<file path="src/rtl/learning_score_sequencer.sv">
// Learning-mode song sequencer: fetches notes, lights the guide LED, judges presses (hit/miss/timeout).
// ROM read costs one FETCH plus one WAIT_DATA cycle; pulses and counts register one cycle after the judged edge; no backpressure.
module learning_score_sequencer #(
  parameter int IDX_W   = 6,
  parameter int TIMEOUT = 100_000_000,
  parameter int CNT_W   = 8
) (
  input  logic             clk,
  input  logic             reset_n,
  input  logic             start,
  input  logic             abort,
  input  logic [3:0]       song_sel,
  input  logic [6:0]       key_in,
  output logic [IDX_W+3:0] rom_addr,
  input  logic [3:0]       rom_data,
  output logic [6:0]       expected_note,
  output logic             hit_pulse,
  output logic             miss_pulse,
  output logic [CNT_W-1:0] score,
  output logic [CNT_W-1:0] miss_count,
  output logic             busy,
  output logic             done
);

  localparam int TMR_W = (TIMEOUT > 1) ? $clog2(TIMEOUT) : 1;
  localparam logic [TMR_W-1:0] TMR_LAST = TMR_W'(TIMEOUT - 1);

  typedef enum logic [2:0] {
    S_IDLE,
    S_FETCH,
    S_WAIT_DATA,
    S_PROMPT,
    S_RELEASE,
    S_ADVANCE,
    S_DONE
  } state_t;

  state_t           state_q, state_d;
  logic [3:0]       song_latch_q, song_latch_d;
  logic [IDX_W-1:0] note_idx_q, note_idx_d;
  logic [TMR_W-1:0] timer_q, timer_d;
  logic [6:0]       key_prev_q, key_prev_d;
  logic [6:0]       expected_note_q, expected_note_d;
  logic [IDX_W+3:0] rom_addr_q, rom_addr_d;
  logic             hit_pulse_q, hit_pulse_d;
  logic             miss_pulse_q, miss_pulse_d;
  logic [CNT_W-1:0] score_q, score_d;
  logic [CNT_W-1:0] miss_count_q, miss_count_d;

  logic       busy_now;
  logic [6:0] key_edge;
  logic       judged_hit;
  logic       judged_miss;

  assign busy_now = (state_q == S_FETCH) || (state_q == S_WAIT_DATA) ||
                    (state_q == S_PROMPT) || (state_q == S_RELEASE) ||
                    (state_q == S_ADVANCE);

  always_comb begin
    state_d         = state_q;
    song_latch_d    = song_latch_q;
    note_idx_d      = note_idx_q;
    timer_d         = timer_q;
    key_prev_d      = key_in;
    expected_note_d = expected_note_q;
    rom_addr_d      = rom_addr_q;
    score_d         = score_q;
    miss_count_d    = miss_count_q;
    hit_pulse_d     = 1'b0;
    miss_pulse_d    = 1'b0;
    judged_hit      = 1'b0;
    judged_miss     = 1'b0;
    key_edge        = key_in & ~key_prev_q;

    case (state_q)
      S_IDLE, S_DONE: begin
        if (start) begin
          song_latch_d = song_sel;
          note_idx_d   = '0;
          score_d      = '0;
          miss_count_d = '0;
          state_d      = S_FETCH;
        end
      end
      S_FETCH: begin
        state_d = S_WAIT_DATA;
      end
      S_WAIT_DATA: begin
        if ((rom_data != 4'd0) && (rom_data <= 4'd7)) begin
          expected_note_d = 7'd1 << (rom_data - 4'd1);
          timer_d         = '0;
          state_d         = S_PROMPT;
        end else begin
          state_d = S_DONE;
        end
      end
      S_PROMPT: begin
        // A fresh key edge always beats a timeout landing in the same cycle.
        if (key_edge != 7'd0) begin
          if (key_edge == expected_note_q) begin
            judged_hit = 1'b1;
          end else begin
            judged_miss = 1'b1;
          end
          state_d = S_RELEASE;
        end else if (timer_q == TMR_LAST) begin
          judged_miss = 1'b1;
          state_d     = S_ADVANCE;
        end else begin
          timer_d = timer_q + TMR_W'(1);
        end
      end
      S_RELEASE: begin
        if (key_in == 7'd0) begin
          state_d = S_ADVANCE;
        end
      end
      S_ADVANCE: begin
        if (note_idx_q == {IDX_W{1'b1}}) begin
          state_d = S_DONE;
        end else begin
          note_idx_d = note_idx_q + IDX_W'(1);
          state_d    = S_FETCH;
        end
      end
      default: begin
        state_d = S_IDLE;
      end
    endcase

    if (abort && busy_now) begin
      state_d     = S_IDLE;
      note_idx_d  = note_idx_q;
      judged_hit  = 1'b0;
      judged_miss = 1'b0;
    end

    // Address is presented for the whole FETCH cycle so a registered ROM has data ready in WAIT_DATA.
    if (state_d == S_FETCH) begin
      rom_addr_d = {song_latch_d, note_idx_d};
    end

    if (state_d != S_PROMPT) begin
      expected_note_d = 7'd0;
    end

    hit_pulse_d  = judged_hit;
    miss_pulse_d = judged_miss;
    if (judged_hit && (score_q != {CNT_W{1'b1}})) begin
      score_d = score_q + CNT_W'(1);
    end
    if (judged_miss && (miss_count_q != {CNT_W{1'b1}})) begin
      miss_count_d = miss_count_q + CNT_W'(1);
    end
  end

  always_ff @(posedge clk or negedge reset_n) begin
    if (!reset_n) begin
      state_q         <= S_IDLE;
      song_latch_q    <= '0;
      note_idx_q      <= '0;
      timer_q         <= '0;
      key_prev_q      <= '0;
      expected_note_q <= '0;
      rom_addr_q      <= '0;
      hit_pulse_q     <= 1'b0;
      miss_pulse_q    <= 1'b0;
      score_q         <= '0;
      miss_count_q    <= '0;
    end else begin
      state_q         <= state_d;
      song_latch_q    <= song_latch_d;
      note_idx_q      <= note_idx_d;
      timer_q         <= timer_d;
      key_prev_q      <= key_prev_d;
      expected_note_q <= expected_note_d;
      rom_addr_q      <= rom_addr_d;
      hit_pulse_q     <= hit_pulse_d;
      miss_pulse_q    <= miss_pulse_d;
      score_q         <= score_d;
      miss_count_q    <= miss_count_d;
    end
  end

  assign rom_addr      = rom_addr_q;
  assign expected_note = expected_note_q;
  assign hit_pulse     = hit_pulse_q;
  assign miss_pulse    = miss_pulse_q;
  assign score         = score_q;
  assign miss_count    = miss_count_q;
  assign busy          = busy_now;
  assign done          = (state_q == S_DONE);

endmodule
</file>
<file path="config.mk">
export PLATFORM = sky130hd
export DESIGN_NAME = learning_score_sequencer
export DESIGN_NICKNAME = d
export VERILOG_FILES = /design/src/rtl/learning_score_sequencer.sv
export SDC_FILE = /design/constraint.sdc
export NUM_CORES = 1
export LEC_CHECK = 0
export CORE_ASPECT_RATIO = 1.4
export CORE_UTILIZATION = 40
export DETAILED_ROUTE_END_ITERATION = 10
export DONT_BUFFER_PORTS = 1
export PLACE_DENSITY = 0.62
export SLEW_MARGIN = 20
export SYNTH_ARGS = -nofsm -noshare
export SYNTH_HDL_FRONTEND = slang
export SYNTH_SLANG_ARGS = --single-unit
</file>
<file path="constraint.sdc">
create_clock -name clk -period 3.1 [get_ports clk]
set_input_delay 0.775 -clock clk [delete_from_list [all_inputs] [get_ports clk]]
set_output_delay 0.775 -clock clk [all_outputs]
set_load 0.1 [all_outputs]
</file>
==> flow_metrics.tcl <==
set metrics [dict create \
    grt_overflow 0 \
    yosys.area.top_type_share 0.459 \
    wl_mm 10.8 \
    synthMuxAreaShare 0.0249 \
    coreArea_um2 10900 \
    critPathLaunchType "input pin" \
    cts.sinks 82 \
    synth_edf_count 0 \
    cts_hold_buf 0 \
    synth_top_family_by_area "simple AND/OR/NAND/NOR gates" \
    cts_tree "done" \
    dp.cells 652 \
    final.min_clock_period_ps 2770 \
    grt_max_degree 83 \
    syn_avg_cell_area_um2 9.04 \
    critPathRequiredTime_ps 3360 \
    rsz0062_at_grt "false" \
    async_reset_ff_frac 1.00 \
    dp_hpwl_mm 7.76 \
    crit_path_max_incr_delay_ps 530 \
    ir_worst_vdd_uv 706 \
    place_congestion 0.855 \
    nNetsFinal 546 \
    drtIter0Drc 241 \
    cp_cell_sequence "nor2b_4 > or4_4 > or4_4 > o21a_1 > buf_12 > or4_1 > a21oi_1" \
    worst_pin_slew_ps 904 \
    synth_nets 518 \
    htreeDepth 3 \
    clock_latency_ps 340 \
    status "completed" \
    reg2reg_from "key_prev_q[4]$_DFF_PN0_" \
    vias_per_cell 5.82 \
    synthFlopType "dfrtp_1" \
    synth_area_leaders "dfrtp_1 (46%), a21oi_1 (5.2%), nand2_1 (4.4%)" \
    cts_root_buffer "clkbuf_16" \
    die_y_um 127 \
    cp_max_fo 44 \
    path_buf_inv 1 \
    crit_top_cell "or4_4" \
    yosys.area_share.simple 0.277 \
    detail_route.wl_per_cell_um 16.2 \
    diodes 0 \
    final_antenna_net_count 0 \
    synth-xor-area-share 0.0196 \
    place_ws_ps -16.3 \
    layout-drive-gt1-share 0.146 \
    cellLeakagePower_nw 2.20 \
    yosysWarnings 0 \
    report.final.slew_viol_count 0 \
    r2r_cells 7 \
    final_cells 668 \
    worst_setup_path_end_kind "flop" \
    worstHoldPathType "in2async" \
    num_vias 3891 \
    ys_seq_area_frac 0.459 \
    finalSetupTns_ps 0 \
    numCtsBuffers 9 \
    final_util 0.478 \
    netlist_area_um2 4470 \
    port_buffers 0 \
    crit_slowest_cell "or4_4" \
    dieWidth_um 91.3 \
    drc 0 \
    die_area_um2 11600 \
    cts_resized 0 \
    fmax_mhz 361 \
    cap_violations 0 \
    setup_slack_ps 329 \
    synth_cell_types 49 \
    setup_violations 0 \
    r2r_end "timer_q[23]$_DFFE_PN0P_" \
    synth-seq-cells 82 \
    final_hold_viol_count 0 \
    relSlewSlack 0.398 \
    rrSetupSlack_ps 470 \
    area_growth_pct 16.2 \
    synthAdderAreaFrac 0.0140 \
    crit_family "simple AND/OR/NAND/NOR gates" \
    crit_path_start "key_in[4]" \
    grt_pass1_wl_mm 18.1 \
    antenna_found_initial 0 \
    holdWs_ps 132 \
    synth_compound_gate_area_share 0.175 \
    clockBufferDepth 2 \
    clk_pin_slew_ps 60 \
    firstDrtPassIters 4 \
    cp.arrival_ps 3030 \
    p_per_area_nw_per_um2 716 \
    synth_top_cell_by_area "dfrtp_1" \
    num_rows 45 \
    first_global_vias 3765 \
    clock_skew_ps 11.1 \
    postSynthCellCount 494 \
    start_util 0.411 \
    endpoint "timer_q[23]$_DFFE_PN0P_" \
    post_cts_buffers 0 \
    gr-usage-all-layers 0.196 \
    cp_num_cells 7 \
    io_pins 56 \
    period_share 0.894 \
    criticalPathCategory "in2reg" \
]
[worst reg2reg max path, delay by kind of cell (launching register included)]
kind,cells,cell delay (ps)
compound gates,2,390
buf+inv,1,180
flops,1,360
simple gates,4,1620
[cell usage in the layout, fill, tap and decap left out, types with 3 or more instances in the layout]
cell type   n
a211oi_1    3
a21o_1      7
a21oi_1    45
a221o_1     3
a31oi_1     4
a32o_1      4
and2_1      5
and3_1     10
and4_1      4
buf_4      38
clkbuf_16   9
clkbuf_8    3
dfrtp_1    82
ha_1        5
inv_1      13
mux2_2      9
nand2_1    52
nand2b_1   11
nand3_1    31
nand4_1     7
nor2_1     29
nor2b_1    11
nor3_1     15
nor4_1      9
o21ai_0     9
o21ai_1    11
o31ai_1    21
or2_2       7
or3_1       7
or4_1      21
xnor2_1     8
[metal layers]
| layer | share of wire | global-route usage | up-vias |
|---|---|---|---|
| li1 | - | - | 1895 |
| met1 | 0.40 | 0.221 | 1887 |
| met2 | 0.51 | 0.348 | 96 |
| met3 | 0.071 | 0.0643 | 13 |
| met4 | 0.019 | 0.0682 | 0 |
| met5 | 0 | 0 | - |
[cell usage after synthesis (all sizes together) (3+ instances only)]
cell type and number:
or4 23, nor2 29, a21oi 46, ha 5
a31oi 4, mux2 9, o21ai 20, and2 5
nand3 31, a21o 7, nor3 15, nor4 10
or2 9, and4 4, dfrtp 82, a32o 4
xnor2 8, o31ai 21, nor2b 12, clkbuf 21
and3 10, a211oi 3, inv 13, or3 7
nand2 52, a221o 3, nand4 7, nand2b 11
[area by class of cell]
| type | count | area, µm² |
|---|---|---|
| clock buffers | 13 | 270 |
| flip-flops and latches | 82 | 2050 |
| fillers | 1052 | 5680 |
| well taps | 141 | 176 |
| inverters | 13 | 48.8 |
| multi-input cells | 377 | 2290 |
| clock inverters | 3 | 46.3 |
| repair buffers | 39 | 305 |
[state kept, by name, summed over array words and instances (netlist names)]
| register | count |
|---|---|
| hit_pulse | 1 |
| expected_note | 7 |
| note_idx_q | 6 |
| song_latch_q | 4 |
| rom_addr | 10 |
| state_q | 3 |
| key_prev_q | 7 |
| score | 8 |
| miss_count | 8 |
| timer_q | 27 |
| miss_pulse | 1 |
[stage by stage]
stage                     instance area (µm²)  power (mW)
after global routing                     5190        3.90
after detailed placement                 4870        2.62
after floorplan                          4470        2.37
final                                    5190        3.71
after CTS                                5190        3.74
after global placement                   4870        2.59
[worst min path at each step]
stage	end	slack, ps	cells after the start
after floorplan	song_latch_q[0]$_DFF_PN0_	440	2
after CTS	timer_q[22]$_DFFE_PN0P_	120	0
after global routing	note_idx_q[4]$_DFF_PN0_	120	0
after global placement	song_latch_q[3]$_DFF_PN0_	450	2
after detailed placement	song_latch_q[1]$_DFF_PN0_	450	2
final	timer_q[17]$_DFFE_PN0P_	130	0
[power breakdown]
group | total, mW | internal (mW) | switching (mW)
combinational | 0.911 | 0.320 | 0.591
sequential | 1.69 | 1.25 | 0.445
clock | 1.11 | 0.692 | 0.421
[kinds of logic (layout without fill, tap and decap cells)]
family          count (synthesis)  in the layout
mux                            10             10
buf+inv                        35             68
compound gates                123            123
simple gates                  229            229
fa+ha+maj                       5              5
xor+xnor                       10             10
flops                          82             82
Power figures use the tool's default switching activity.
